<file path="config.mk">
export PLATFORM = sky130hd
export DESIGN_NAME = dmem_wr_arbiter
export DESIGN_NICKNAME = d
export VERILOG_FILES = /design/src/rtl/dmem_wr_arbiter.sv
export SDC_FILE = /design/constraint.sdc
export NUM_CORES = 1
export LEC_CHECK = 0
export ABC_AREA = 1
export BUFFER_PORTS_ARGS = -buffer_cell sky130_fd_sc_hd__clkbuf_2
export CAP_MARGIN = 20
export CELL_PAD_IN_SITES_DETAIL_PLACEMENT = 1
export CELL_PAD_IN_SITES_GLOBAL_PLACEMENT = 2
export CORE_MARGIN = 8
export CORE_UTILIZATION = 22
export DETAILED_ROUTE_END_ITERATION = 8
export GPL_TIMING_DRIVEN = 0
export PLACE_DENSITY = 0.72
export RECOVER_POWER = 100
export REMOVE_ABC_BUFFERS = 1
export SYNTH_ARGS = -nofsm -noshare
export SYNTH_HDL_FRONTEND = slang
export SYNTH_SLANG_ARGS = --single-unit
</file>
<file path="constraint.sdc">
create_clock -name clk -period 1.8 [get_ports clk]
set_clock_uncertainty 0.2 [all_clocks]
set_input_delay 0.27 -clock clk [delete_from_list [all_inputs] [get_ports clk]]
set_output_delay 0.27 -clock clk [all_outputs]
set_load 0.02 [all_outputs]
</file>
<file path="src/rtl/dmem_wr_arbiter.sv">
// Purpose: round-robin arbiter granting whole write bursts from two requesters onto one data-memory write port.
// Latency: grant one cycle after req is sampled; each accepted beat appears on the memory port one cycle later.
// Backpressure: none on the beat path; ownership is released on last, on req drop, or forcibly after MAX_BURST beats.
module dmem_wr_arbiter #(
  parameter int ADDR_W    = 32,
  parameter int DATA_W    = 32,
  parameter int MAX_BURST = 16
) (
  input  logic              clk,
  input  logic              reset,
  input  logic              req0,
  input  logic              wr_en0,
  input  logic [ADDR_W-1:0] addr0,
  input  logic [DATA_W-1:0] data0,
  input  logic              last0,
  output logic              gnt0,
  input  logic              req1,
  input  logic              wr_en1,
  input  logic [ADDR_W-1:0] addr1,
  input  logic [DATA_W-1:0] data1,
  input  logic              last1,
  output logic              gnt1,
  output logic              en_w_datamem,
  output logic [ADDR_W-1:0] addr_out,
  output logic [DATA_W-1:0] data_out,
  output logic              busy,
  output logic              overrun
);

  localparam int CNT_W = $clog2(MAX_BURST + 1);
  localparam logic [CNT_W-1:0] MAX_CNT = CNT_W'(MAX_BURST);
  localparam logic [CNT_W-1:0] MAX_M1  = CNT_W'(MAX_BURST - 1);

  typedef enum logic [1:0] {IDLE, OWN0, OWN1} state_t;

  state_t            state, state_nxt;
  logic              rr_ptr, rr_ptr_nxt;
  logic [CNT_W-1:0]  beat_cnt, beat_cnt_nxt;
  logic              acc, acc_last, cur_req, ovr_nxt, room;
  logic [ADDR_W-1:0] acc_addr;
  logic [DATA_W-1:0] acc_data;

  // Beat selection from the owner, next-state, round-robin pointer and burst counter.
  always_comb begin
    state_nxt    = state;
    rr_ptr_nxt   = rr_ptr;
    beat_cnt_nxt = beat_cnt;
    acc          = 1'b0;
    acc_last     = 1'b0;
    acc_addr     = '0;
    acc_data     = '0;
    cur_req      = 1'b0;
    ovr_nxt      = 1'b0;
    // Counter saturates: once MAX_BURST beats are in, nothing more is accepted.
    room         = (beat_cnt < MAX_CNT);

    case (state)
      IDLE: begin
        // Sole requester wins; on contention rr_ptr picks the owner.
        if (req0 && (!req1 || !rr_ptr)) begin
          state_nxt = OWN0;
        end else if (req1) begin
          state_nxt = OWN1;
        end
      end
      OWN0: begin
        cur_req = req0;
        acc     = wr_en0 && room;
        if (acc) begin
          acc_addr = addr0;
          acc_data = data0;
          acc_last = last0;
        end
      end
      OWN1: begin
        cur_req = req1;
        acc     = wr_en1 && room;
        if (acc) begin
          acc_addr = addr1;
          acc_data = data1;
          acc_last = last1;
        end
      end
      default: state_nxt = IDLE;
    endcase

    if (state == OWN0 || state == OWN1) begin
      if (acc) begin
        beat_cnt_nxt = beat_cnt + 1'b1;
      end
      // A last beat wins over the MAX_BURST limit, so a full-length burst ending
      // in last is a normal release without overrun.
      if ((acc && acc_last) || !cur_req) begin
        state_nxt    = IDLE;
        rr_ptr_nxt   = (state == OWN0);
        beat_cnt_nxt = '0;
      end else if (acc && beat_cnt == MAX_M1) begin
        state_nxt    = IDLE;
        rr_ptr_nxt   = (state == OWN0);
        beat_cnt_nxt = '0;
        ovr_nxt      = 1'b1;
      end
    end
  end

  // Arbitration state, pointer and counter registers.
  always_ff @(posedge clk or negedge reset) begin
    if (!reset) begin
      state    <= IDLE;
      rr_ptr   <= 1'b0;
      beat_cnt <= '0;
    end else begin
      state    <= state_nxt;
      rr_ptr   <= rr_ptr_nxt;
      beat_cnt <= beat_cnt_nxt;
    end
  end

  // Registered grant/busy flags and the forwarded memory write; idle cycles drive zeros.
  always_ff @(posedge clk or negedge reset) begin
    if (!reset) begin
      gnt0         <= 1'b0;
      gnt1         <= 1'b0;
      busy         <= 1'b0;
      overrun      <= 1'b0;
      en_w_datamem <= 1'b0;
      addr_out     <= '0;
      data_out     <= '0;
    end else begin
      gnt0         <= (state_nxt == OWN0);
      gnt1         <= (state_nxt == OWN1);
      busy         <= (state_nxt != IDLE);
      overrun      <= ovr_nxt;
      en_w_datamem <= acc;
      addr_out     <= acc_addr;
      data_out     <= acc_data;
    end
  end

endmodule

</file>
== Word level (Yosys, flattened, before mapping) ==
Cells that the tools add are included.
Cells by class
  equality and inequality tests: 5
  bitwise operators: 0
  shift operators: 0
  $mul: 0
  $lt $le $gt $ge: 1
  mux-type cells: 25
  $add $sub $neg: 1
  divide/modulo/power cells: 0
  reductions and logical operators: 18
Operator list (number)
  $mux 32: 4
  $pmux 32 s2: 2
  $mux 5: 3
  $mux 2: 5
  $mux 1: 7
  $pmux 1 s2: 3
  $add 5x1->5 const B: 1
  $eq 5x4->1 const B: 1
  $logic_and 1x1->1: 5
  $lt 5x5->1 const B: 1
  $eq 2x1->1 const B: 2
  $eq 2x2->1 const B: 2
  $pmux 2 s2: 1
  $reduce_and 2->1: 2
  $reduce_bool 2->1: 2
  $logic_not 1->1: 3
  $logic_or 1x1->1: 3
  $reduce_bool 3->1: 1
  $logic_not 2->1: 1
  $reduce_or 2->1: 1
Word-level totals
  bits in writable memories: 0
  input bits: 136
  latch bits: 0
  output and inout port bits: 69
  memories: 0
  word-level logic and storage cells: 60
  ROM bits: 0
  register bits after elaboration: 77

== Logic depth before layout (Yosys ltp) ==
Gate-level depths: netlist of run 1.
  word-level depth: 9
  depth in mapped cells: 10
  mapped depth without buffers: 10

== Least setup slack after synthesis of run 1 ==
OpenSTA, ideal clock, no wires.
  path kind: register -> register
  from: reg state[1]
  to: reg data_out[10]
  clock period less this slack: 1.709 ns
  buffers on the path: 2
  slack: 0.091 ns
  stages on the path, launching flop included: 7
  required time: 1.464 ns
  arrival: 1.372 ns
  library setup time: 0.136 ns
  cell sequence: dfrtp_1 > inv_1 > ha_1 > inv_1 > buf_2 > clkbuf_1 > a21oi_1
Between the ends
  word-level cells in the longest chain between the ends: 2
  elaborated cells between the ends (all ways): 3
  those cells by class: 2 x eq/ne; 1 x mux
RTL lines
  start: declaration: RTL line 36  | state_t state, state_nxt;
  start signal: assignment: RTL line 113  | state <= state_nxt;
  $eq 2x2->1 or $eq 2x1->1 (tied branches): RTL line 57  | case (state)
  $pmux 32 s2 *: RTL line 57
  net acc_data[10]: RTL line 41  | logic [DATA_W-1:0] acc_data;
  end signal: assignment: RTL line 136  | data_out <= acc_data;
  end: declaration: RTL line 25  | output logic [DATA_W-1:0] data_out,
Mark *: on every way through the listed nets, which the timed path passes. The rest lies on a longest branch.
A chain may end at the register's enable or synchronous reset.

== Worst setup path after layout of run 1 ==
  from: reg state[0]
  to: reg gnt0
Between the ends
  word-level cells in the longest chain between the ends: 7
  elaborated cells between the ends (all ways): 19
  those cells by class: 3 x eq/ne; 9 x mux; 7 x reduce/logical
RTL lines
  $eq 2x1->1 (tied with other cells): RTL line 57, 87
  $reduce_or 2->1 (no source line) (tied with other cells)
  $pmux 2 s2 (tied with other cells): RTL line 57
  $mux 2 or $logic_or 1x1->1 (tied branches): RTL line 97, 93
  $mux 2: RTL line 93  | if ((acc && acc_last) || !cur_req) begin
  $mux 2 *: RTL line 87  | if (state == OWN0 || state == OWN1) begin
  $eq 2x1->1 *: RTL line 130  | gnt0 <= (state_nxt == OWN0);
  end signal: assignment: RTL line 130
  end: declaration: RTL line 16  | output logic gnt0,
Every way passes the cells marked *; elsewhere a longest branch is shown, timed or not.

==> results of run 1 <==
-- Yosys cell counts (all sizes together) --
cell type / number / area (um2)
nand4: 133 / 832.1
dfrtp: 77 / 1927
a21oi: 66 / 330.3
buf: 42 / 210.2
nand2: 30 / 117.6
nand3: 12 / 60.06
inv: 10 / 37.53
clkbuf: 7 / 26.28
ha: 4 / 50.05
nor2: 4 / 22.52
o21ai: 2 / 10.01
nor3: 1 / 5.000
o21bai: 1 / 7.510
o22ai: 1 / 6.260
or2: 1 / 6.260
-- stage by stage --
step                      utilization [%]  hold WS (ns)  instances
after floorplan                         -       -0.2256        342
after global placement              28.70        0.2825        766
after detailed placement            29.44        0.1336        771
after CTS                           41.64     0.0005884        942
after global routing                42.07       0.02074        945
final                               42.13     -0.003191        949
-- path summary, 6_finish.rpt --
path,from,endpoint,slack [ns],cells past startpoint
max,state[0],gnt0,0.02,9
min,addr0[15],addr_out[15],-0.003,3
max reg2reg,state[0],gnt0,0.02,9
min reg2reg,rr_ptr,rr_ptr,0.31,2
max in group asynchronous,reset,addr_out[22],0.18,3
min in group asynchronous,reset,gnt1,0.44,2
-- area by class of cell --
cell class / instances / area share, %
antenna: 4 / 0.1448
inverter: 10 / 1.068
sequential: 77 / 27.91
tap: 220 / 3.983
timing repair inverter: 3 / 0.3440
clock buffer: 14 / 4.109
clock inverter: 2 / 0.2172
timing repair buffer: 364 / 38.78
multi-input combinational: 255 / 23.44
-- cells by family after synthesis --
family                     Yosys count  synth area share [%]
buffers and inverters               59                 7.510
and+or+nand+nor                    181                 28.60
DFF                                 77                 52.81
AOI/OAI and AO/OA                   70                 9.705
adders and majority gates            4                 1.372
-- power groups by stage --
stage,Sequential (mW),Combinational (mW),Clock [mW]
2_1_floorplan,2.44,0.943,0
3_3_place_gp,2.09,2.01,0
3_5_place_dp,2.14,2.38,0
4_1_cts,2.12,3.31,1.89
5_1_grt,2.13,3.73,1.95
6_report,2.11,3.50,1.83
-- worst max-delay path, delay by kind of cell, from the launching register on --
kind	cells	cell delay (ns)
AND/OR/NAND/NOR	4	0.40
flip-flops	1	0.40
adder cells (fa/ha/maj)	1	0.16
buffers and inverters	3	0.39
AO/OA/AOI/OAI	1	0.16
-- flip-flops by register name, summed over array words and instances (netlist names) --
register	cells
addr_out	32
data_out	32
beat_cnt	5
state	2
busy	1
en_w_datamem	1
gnt0	1
gnt1	1
overrun	1
rr_ptr	1
-- metal layers --
layer	vias up	global-route usage [%]	share of wire, %
li1	2150	-	-
met1	2360	20.74	38
met2	197	34.00	53
met3	57	5.249	6.5
met4	0	8.927	3.1
met5	-	0	0
-- what timing repair did --
action                     CTS  global route
hold buffers               124             0
gates cloned                 7             0
pin swaps                    7            15
buffers inserted            24             3
setup endpoints to repair   77            28
gates resized for setup     28            35
hold endpoints to repair   100             0
==> metrics.cfg, run 1 <==
[outcome]
outcome = finished with violations
failed_checks = hold timing

[clock_network]
clock_insertion_delay_worst_skew_ns = 0.34
cts.htree.levels = 3
clock_sinks = 77
cts.clk_slew.worst_paths_ns = 0.06
root_buffer = sky130_fd_sc_hd__clkbuf_16
inserted_clock_buffers = 9
tritoncts = done
max-clock-path-buffers = 2

[timing]
worst_hold_slack_ns = -0.003191
worst_pin_slew_ns = 1.047
timing.max_slew.rel_slack_pct = 30.19
finalHoldViolCount = 1
tns_ns = 0
slew_violations = 0
timing.final.crit_share_pct = 99.16
setup_slack_ns = 0.01513
setup_viol_count_final = 0
period_minus_slack_ns = 1.785
rsz_0062_raised_after_global_routing = true
fmax_mhz = 560.3

[placed_design]
place_hpwl_um = 10580
buffer_ports.inserted = 204
globalplace.congestion = 0.7200
pre_cts_slack_ns = -0.8832
dpl_cell_area_um2 = 4831

[synth]
syn_area_per_cell_um2 = 9.331
synth-seq-area-share_pct = 52.81
synth.distinct_cells = 18
ys_ff_latch = 77
synth_area_um2 = 3648
number_of_warning_messages_in_the_yosys_log = 0
post_synth_inst_count = 391

[die]
fp.dieW_um = 144.8
die_area_um2 = 20960
placement_rows = 47
io_pins = 205
coreArea_um2 = 16410
initial_util_pct = 22.24
dieHeight_um = 144.8

[setup_path]
crit_path_max_fanout = 5
crit_arrival_ns = 1.85
slowest_stage = sky130_fd_sc_hd__dfrtp_1
crit_path_frequent_cell = sky130_fd_sc_hd__buf_6
startpoint_type = flop
end_kind = flop
cpPeakStageDelay_ns = 0.40
worstSetupPathType = flop to flop
worstPathRequired_ns = 1.87
timing.critical_path.cells = buf_6, ha_4, buf_6, nand4_1, nand2_2, nor2_4, buf_6, nand3_2, a21oi_2

[pwr]
power.share.combinational_pct = 47.0
clkPwrFrac_pct = 24.6
power.share.sequential_pct = 28.4
power.switching_fraction_pct = 40.63
switching_power_mw = 3.022
report.power.total_mw = 7.438
power_density_nw_per_um2 = 1076
max-vdd-ir-drop_uv = 658.3
p_leak_nw = 3.049
p_int_mw = 4.416

[hold_path]
hp-class = primary input to flop

[global_route]
grt_pass1_wl_um = 30290
grt.overflow.total = 0
antenna_violations_before_repair = 0
grt_pass1_vias = 5403
overall_global_routing_usage_pct = 19.15
grt_max_degree = 67

[routing]
vias_per_cell = 5.020
postRouteAntennaNets = 0
via_total_after_detailed_routing = 4764
firstDrtPassIters = 5
drc = 0
detail_route.wirelength_um = 20290
drt_iter0_drc = 217
avgRoutedWirePerCell_um = 21.38

[cells_and_area]
post-route-cell-area_um2 = 6912
layout_common_cells = sky130_fd_sc_hd__nand4_1, sky130_fd_sc_hd__clkbuf_2, sky130_fd_sc_hd__dlygate4sd3_1
register_area_um2 = 1929
syn2layout_area_growth_pct = 89.44
nFillCells = 1910
final_layout_size_suffix_gt1_share_pct = 31.31
design.final.nets = 860
multi_input_comb_area_um2 = 1620

[job]
max_cap_violations = 0

(Power assumes the default switching activity.)
==> run 2: changes to the inputs <==
--- a/config.mk
+++ b/config.mk
@@ -5,13 +5,12 @@
 export SDC_FILE = /design/constraint.sdc
 export NUM_CORES = 1
 export LEC_CHECK = 0
-export ABC_AREA = 1
 export BUFFER_PORTS_ARGS = -buffer_cell sky130_fd_sc_hd__clkbuf_2
 export CAP_MARGIN = 20
 export CELL_PAD_IN_SITES_DETAIL_PLACEMENT = 1
 export CELL_PAD_IN_SITES_GLOBAL_PLACEMENT = 2
 export CORE_MARGIN = 8
-export CORE_UTILIZATION = 22
+export CORE_UTILIZATION = 21
 export DETAILED_ROUTE_END_ITERATION = 8
 export GPL_TIMING_DRIVEN = 0
 export PLACE_DENSITY = 0.72
==> run 2 against run 1 <==
Net effect: the flow finishes with violations (setup timing); global-route usage fell by 4.5 points; sequential share of layout area rose by 4.5 points; flip-flop and latch count is the same; core utilization shrank 1.2 points; first-iteration DRC count shrank 57%; synthesized cell count shrank 30%.
==> metrics.cfg, run 2 <==
[outcome]
outcome = finished with violations
failed_checks = setup timing

[synth]
ys_ff_latch = 77
synth_edf_count = 0
synth_top_area_share_pct = 61.58
synth_ff_type = sky130_fd_sc_hd__dfrtp_1
synth-seq-area-share_pct = 61.58
synthArstFlopShare_pct = 100.0
post_synth_inst_count = 274
synth.distinct_cells = 32
synthDominantAreaCellType = sky130_fd_sc_hd__dfrtp_1
synth_area_um2 = 3129
yosysMostFrequentCell = sky130_fd_sc_hd__dfrtp_1
number_of_warning_messages_in_the_yosys_log = 0
synth_area_leaders = sky130_fd_sc_hd__dfrtp_1, sky130_fd_sc_hd__a22oi_1, sky130_fd_sc_hd__nor2_1, sky130_fd_sc_hd__buf_2, sky130_fd_sc_hd__ha_1
syn_area_per_cell_um2 = 11.42
synth.cells.most_frequent = sky130_fd_sc_hd__dfrtp_1, sky130_fd_sc_hd__nor2_1, sky130_fd_sc_hd__a22oi_1

[global_route]
antenna_violations_before_repair = 0
grt.overflow.total = 0
grt_max_degree = 46
grt_pass1_wl_um = 22140
grt_pass1_vias = 3986
overall_global_routing_usage_pct = 14.61

[pwr]
p_leak_nw = 2.683
max-vdd-ir-drop_uv = 396.2
power_density_nw_per_um2 = 1205
report.power.total_mw = 7.170

[routing]
drc = 0
detail_route.wirelength_um = 14420
postRouteAntennaNets = 0
firstDrtPassIters = 4
vias_per_cell = 4.407
drt_iter0_drc = 93
via_total_after_detailed_routing = 3323
avgRoutedWirePerCell_um = 19.13

[timing]
worst_pin_slew_ns = 0.8606
period_minus_slack_ns = 1.959
setup_slack_ns = -0.1591
finalHoldViolCount = 0
timing.final.crit_share_pct = 108.8
fmax_mhz = 510.4
timing.max_slew.rel_slack_pct = 42.63
setup_viol_count_final = 41
rsz_0062_raised_after_global_routing = true
slew_violations = 0

[cells_and_area]
final_core_util_pct = 40.94
syn2layout_area_growth_pct = 90.16
biggestRegsByFlops = addr_out x32, data_out x32, beat_cnt x5
layout_common_cells = sky130_fd_sc_hd__clkbuf_2, sky130_fd_sc_hd__dfrtp_1, sky130_fd_sc_hd__clkbuf_1
design.final.nets = 705
final_layout_size_suffix_gt1_share_pct = 45.09
filler_free_cell_count_of_the_finished_design = 754
insertedDiodeCount = 0
final_common_cell = sky130_fd_sc_hd__clkbuf_2

[hold_path]
worst_hold_stages = 3
hp-class = primary input to flop

[clock_network]
inserted_clock_buffers = 9
tritoncts = done
max-clock-path-buffers = 2
root_buffer = sky130_fd_sc_hd__clkbuf_16
cts.clk_slew.worst_paths_ns = 0.06
cts.htree.levels = 3
clock_sinks = 77
clock_insertion_delay_worst_skew_ns = 0.32

[die]
initial_util_pct = 21.53
io_pins = 205
fp.dieW_um = 138.1
die_area_um2 = 19060
coreArea_um2 = 14530
dieHeight_um = 138.1
placement_rows = 44

[setup_path]
worstSetupPathType = flop to flop
crit_arrival_ns = 1.97
end_kind = flop
crit_path_max_fanout = 4
reg2reg_depth = 7
worstPathRequired_ns = 1.81
startpoint_type = flop

[job]
max_cap_violations = 0

[placed_design]
place_hpwl_um = 9141
globalplace.congestion = 0.7371
pre_cts_slack_ns = -0.9866
buffer_ports.inserted = 204
post-place-cells = 645

[run 2: cell families (layout without fill, tap and decap cells)]
kind of cell | after synthesis | count (layout) | share of synthesized area (%)
AND/OR/NAND/NOR | 85 | 87 | 11.88
multiplexers | 3 | 3 | 1.280
AO/OA/AOI/OAI | 79 | 79 | 19.83
adder cells (fa/ha/maj) | 4 | 4 | 1.599
flip-flops | 77 | 77 | 61.58
buffers and inverters | 25 | 319 | 3.559
XOR/XNOR | 1 | 1 | 0.2799
[run 2: metal layers]
metal  wire [um]  track usage, %  share of wire [%]
met2        7613           26.62                 53
met1        5561           15.14                 39
met5           0               0                  0
met3        1022           5.651                7.1
met4         227           4.348                1.6
[run 2: final timing paths]
path | from | end | slack [ns]
max | state[0] | rr_ptr | -0.16
min | data0[5] | data_out[5] | 0.007
max reg2reg | state[0] | rr_ptr | -0.16
min reg2reg | beat_cnt[3] | beat_cnt[3] | 0.36
max in group asynchronous | reset | addr_out[20] | 0.20
min in group asynchronous | reset | addr_out[19] | 0.39
[run 2: through the flow]
step / hold slack [ns] / TNS, ns / instance area [um2]
after floorplan: -0.2256 / -59.49 / 3033
after global placement: 0.3161 / -146.97 / 4284
after detailed placement: 0.09202 / -25.30 / 4377
after CTS: 0.0001073 / -1.809 / 5912
after global routing: 0.001708 / -5.685 / 5951
final: 0.007029 / -1.686 / 5951
[run 2: final cells by class]
class	count	area, um2
fillers	1659	8583
repair buffers	299	2004
flip-flops and latches	77	1928
multi-input cells	174	1461
clock buffers	10	239.0
well taps	184	230.2
clock inverters	6	62.56
inverters	4	25.02
[run 2: critical path, cell delays in order, from the launching register on]
cell and delay [ns]:
sky130_fd_sc_hd__dfrtp_2 0.45, sky130_fd_sc_hd__inv_4 0.10, sky130_fd_sc_hd__ha_4 0.16, sky130_fd_sc_hd__and3b_4 0.23
sky130_fd_sc_hd__buf_12 0.11, sky130_fd_sc_hd__nand2_4 0.05, sky130_fd_sc_hd__a31oi_4 0.23, sky130_fd_sc_hd__mux2_4 0.32
[run 2: timing repair]
action	4_1_cts	5_1_grt
pin swaps	28	5
endpoints found under the setup margin	75	61
hold endpoints to repair	78	0
gates resized for setup	86	9
setup buffers	15	5
hold buffers	67	0
gates cloned	4	3
[run 2: where the power goes]
group	switching (mW)	internal, mW	total, mW
combinational	1.88	1.39	3.27
clock	0.690	1.11	1.80
sequential	0.115	1.99	2.11
==> run 3: changes to the inputs <==
--- a/config.mk
+++ b/config.mk
@@ -10,10 +10,10 @@
 export CELL_PAD_IN_SITES_DETAIL_PLACEMENT = 1
 export CELL_PAD_IN_SITES_GLOBAL_PLACEMENT = 2
 export CORE_MARGIN = 8
-export CORE_UTILIZATION = 21
+export CORE_UTILIZATION = 24
 export DETAILED_ROUTE_END_ITERATION = 8
 export GPL_TIMING_DRIVEN = 0
-export PLACE_DENSITY = 0.72
+export PLACE_DENSITY = 0.81
 export RECOVER_POWER = 100
 export REMOVE_ABC_BUFFERS = 1
 export SYNTH_ARGS = -nofsm -noshare
==> constraint.sdc (replaced) <==
create_clock -name clk -period 2 [get_ports clk]
set_clock_uncertainty 0.2 [all_clocks]
set_input_delay 0.3 -clock clk [delete_from_list [all_inputs] [get_ports clk]]
set_output_delay 0.3 -clock clk [all_outputs]
set_load 0.02 [all_outputs]
==> run 3 against run 2 <==
Net effect: largest cell class is now sequential cells; critical path depth unchanged; die area down 11%; combinational power down 30%; largest power group unchanged; critical endpoint is now beat_cnt[3]; worst setup slack better by 0.21 ns; sequential power down 10%; flip-flop and latch count unchanged; routed wire length down 13%; the run now ends clean; first-iteration DRC count up 16%.
==> metrics.cfg, run 3 (synthesis results as in run 2) <==
[outcome]
outcome = finished, final reports clean

[clock_network]
inserted_clock_buffers = 9
tritoncts = done
cts.htree.levels = 3
root_buffer = sky130_fd_sc_hd__clkbuf_16
max-clock-path-buffers = 2
clock_sinks = 77
clock_insertion_delay_worst_skew_ns = 0.33
cts.clk_slew.worst_paths_ns = 0.06

[timing]
setup_viol_count_final = 0
period_minus_slack_ns = 1.950
tns_ns = 0
timing.final.crit_share_pct = 97.48
timing.max_slew.rel_slack_pct = 36.91
fmax_mhz = 512.9
finalHoldViolCount = 0
worst_pin_slew_ns = 0.9464
slew_violations = 0

[cells_and_area]
insertedDiodeCount = 0
layout_common_cells = sky130_fd_sc_hd__clkbuf_2, sky130_fd_sc_hd__dfrtp_1, sky130_fd_sc_hd__nor2_1, sky130_fd_sc_hd__clkbuf_1, sky130_fd_sc_hd__a22oi_1
final_core_util_pct = 38.51
design.final.nets = 627
biggestRegsByFlops = addr_out x32, data_out x32, beat_cnt x5
syn2layout_area_growth_pct = 55.94
final_layout_size_suffix_gt1_share_pct = 38.62
final_common_cell = sky130_fd_sc_hd__clkbuf_2

[setup_path]
startpoint_type = flop
cpPeakStageDelay_ns = 0.41
critPathTopFamily = compound AO/OA/AOI/OAI gates
crit_arrival_ns = 2.00
crit-reg2reg-launch = state[0]
worstPathRequired_ns = 2.05
r2r_end = beat_cnt[3]
timing.critical_path.cells = buf_6, ha_4, a22oi_2, buf_6, a22oi_2, or3_1, a21oi_1
worstSetupPathType = flop to flop
worst-r2r-setup-slack_ns = 0.05
crit_buf_inv = 2
end_kind = flop
slowest_stage = sky130_fd_sc_hd__dfrtp_1
crit_path_max_fanout = 5
reg2reg_depth = 7

[hold_path]
worst_hold_stages = 3
hold_end = addr_out[9]
hp-class = primary input to flop
worst_hold_startpoint = addr0[9]

[pwr]
power_density_nw_per_um2 = 1244
p_leak_nw = 2.326
power.share.combinational_pct = 37.9
clkPwrFrac_pct = 30.9
max-vdd-ir-drop_uv = 454.9
power.switching_fraction_pct = 35.50
p_int_mw = 3.915
power.share.sequential_pct = 31.2
switching_power_mw = 2.155

[global_route]
met3_usage_pct = 5.834
most_crowded_layer_after_global_routing = met2
met1_usage_pct = 16.15
grt_pass1_wl_um = 18630
grt.overflow.total = 0
antenna_violations_before_repair = 0
global_route.usage.met2_pct = 23.98
grt_max_degree = 42
grt_pass1_vias = 3504
overall_global_routing_usage_pct = 14.51

[die]
io_pins = 205
die_area_um2 = 16950
fp.dieW_um = 130.2
coreArea_um2 = 12670
dieHeight_um = 130.2
initial_util_pct = 24.70
placement_rows = 41

[routing]
drc = 0
vias_per_cell = 4.498
firstDrtPassIters = 4
detail_route.wirelength_um = 12570
avgRoutedWirePerCell_um = 18.93
via_total_after_detailed_routing = 2987
drt_iter0_drc = 108
postRouteAntennaNets = 0

[placed_design]
globalplace.congestion = 0.6897
place_hpwl_um = 9001
buffer_ports.inserted = 204

[job]
max_cap_violations = 0

-- run 3: worst reg2reg max path, delay by kind of cell (launching register included) --
| kind | cells | cell delay [ns] |
|---|---|---|
| and+or+nand+nor | 1 | 0.34 |
| buffers and inverters | 2 | 0.29 |
| AOI/OAI and AO/OA | 3 | 0.46 |
| DFF | 1 | 0.41 |
| adders and majority gates | 1 | 0.18 |
-- run 3: worst max path at each step --
stage | start | endpoint | slack, ns | depth (start not counted)
3_3_place_gp | state[0] | rr_ptr | -1.92 | 6
5_1_grt | state[0] | beat_cnt[0] | -0.01 | 8
2_1_floorplan | state[0] | rr_ptr | -1.15 | 6
3_5_place_dp | state[0] | rr_ptr | -0.57 | 6
4_1_cts | state[1] | beat_cnt[3] | -0.008 | 6
6_report | state[0] | beat_cnt[3] | 0.05 | 7
-- run 3: metrics by stage --
stage          total power [mW]  hold WS, ns  instances  instance area (um2)  setup slack (ns)
6_report                  6.070      0.01808        664                 4880           0.05045
5_1_grt                   6.422      0.01326        664                 4880          -0.01099
4_1_cts                   5.988     0.005121        658                 4828         -0.007869
3_5_place_dp              3.885       0.1400        633                 4354           -0.5705
3_3_place_gp              3.740       0.3210        629                 4269            -1.919
2_1_floorplan             3.066      -0.1956        253                 3033            -1.150
-- run 3: layer usage --
layer / vias to the layer above / share of wire, %
met5: - / 0
met4: 0 / 2.3
met3: 19 / 9.7
met2: 137 / 49
met1: 1423 / 39
li1: 1408 / -
-- run 3: what timing repair did --
item,4_1_cts,5_1_grt
setup endpoints to repair,50,61
gates cloned,2,2
pin swaps,3,5
hold buffers,1,0
gates resized for setup,11,16
setup buffers,6,4
endpoints found under the hold margin,36,0
-- run 3: final cells by class --
class | instances | area, um2
fill | 1520 | 7791
sequential | 77 | 1928
multi-input combinational | 174 | 1184
timing repair buffer | 221 | 1184
clock buffer | 10 | 239.0
tap | 172 | 215.2
clock inverter | 6 | 110.1
inverter | 4 | 20.02
-- run 3: power by group through the flow --
stage	Combinational [mW]	Clock, mW	Sequential (mW)
final	2.30	1.87	1.90
after global routing	2.51	1.99	1.92
after CTS	2.17	1.93	1.89
after detailed placement	1.97	0	1.92
after global placement	1.84	0	1.90
after floorplan	0.913	0	2.15
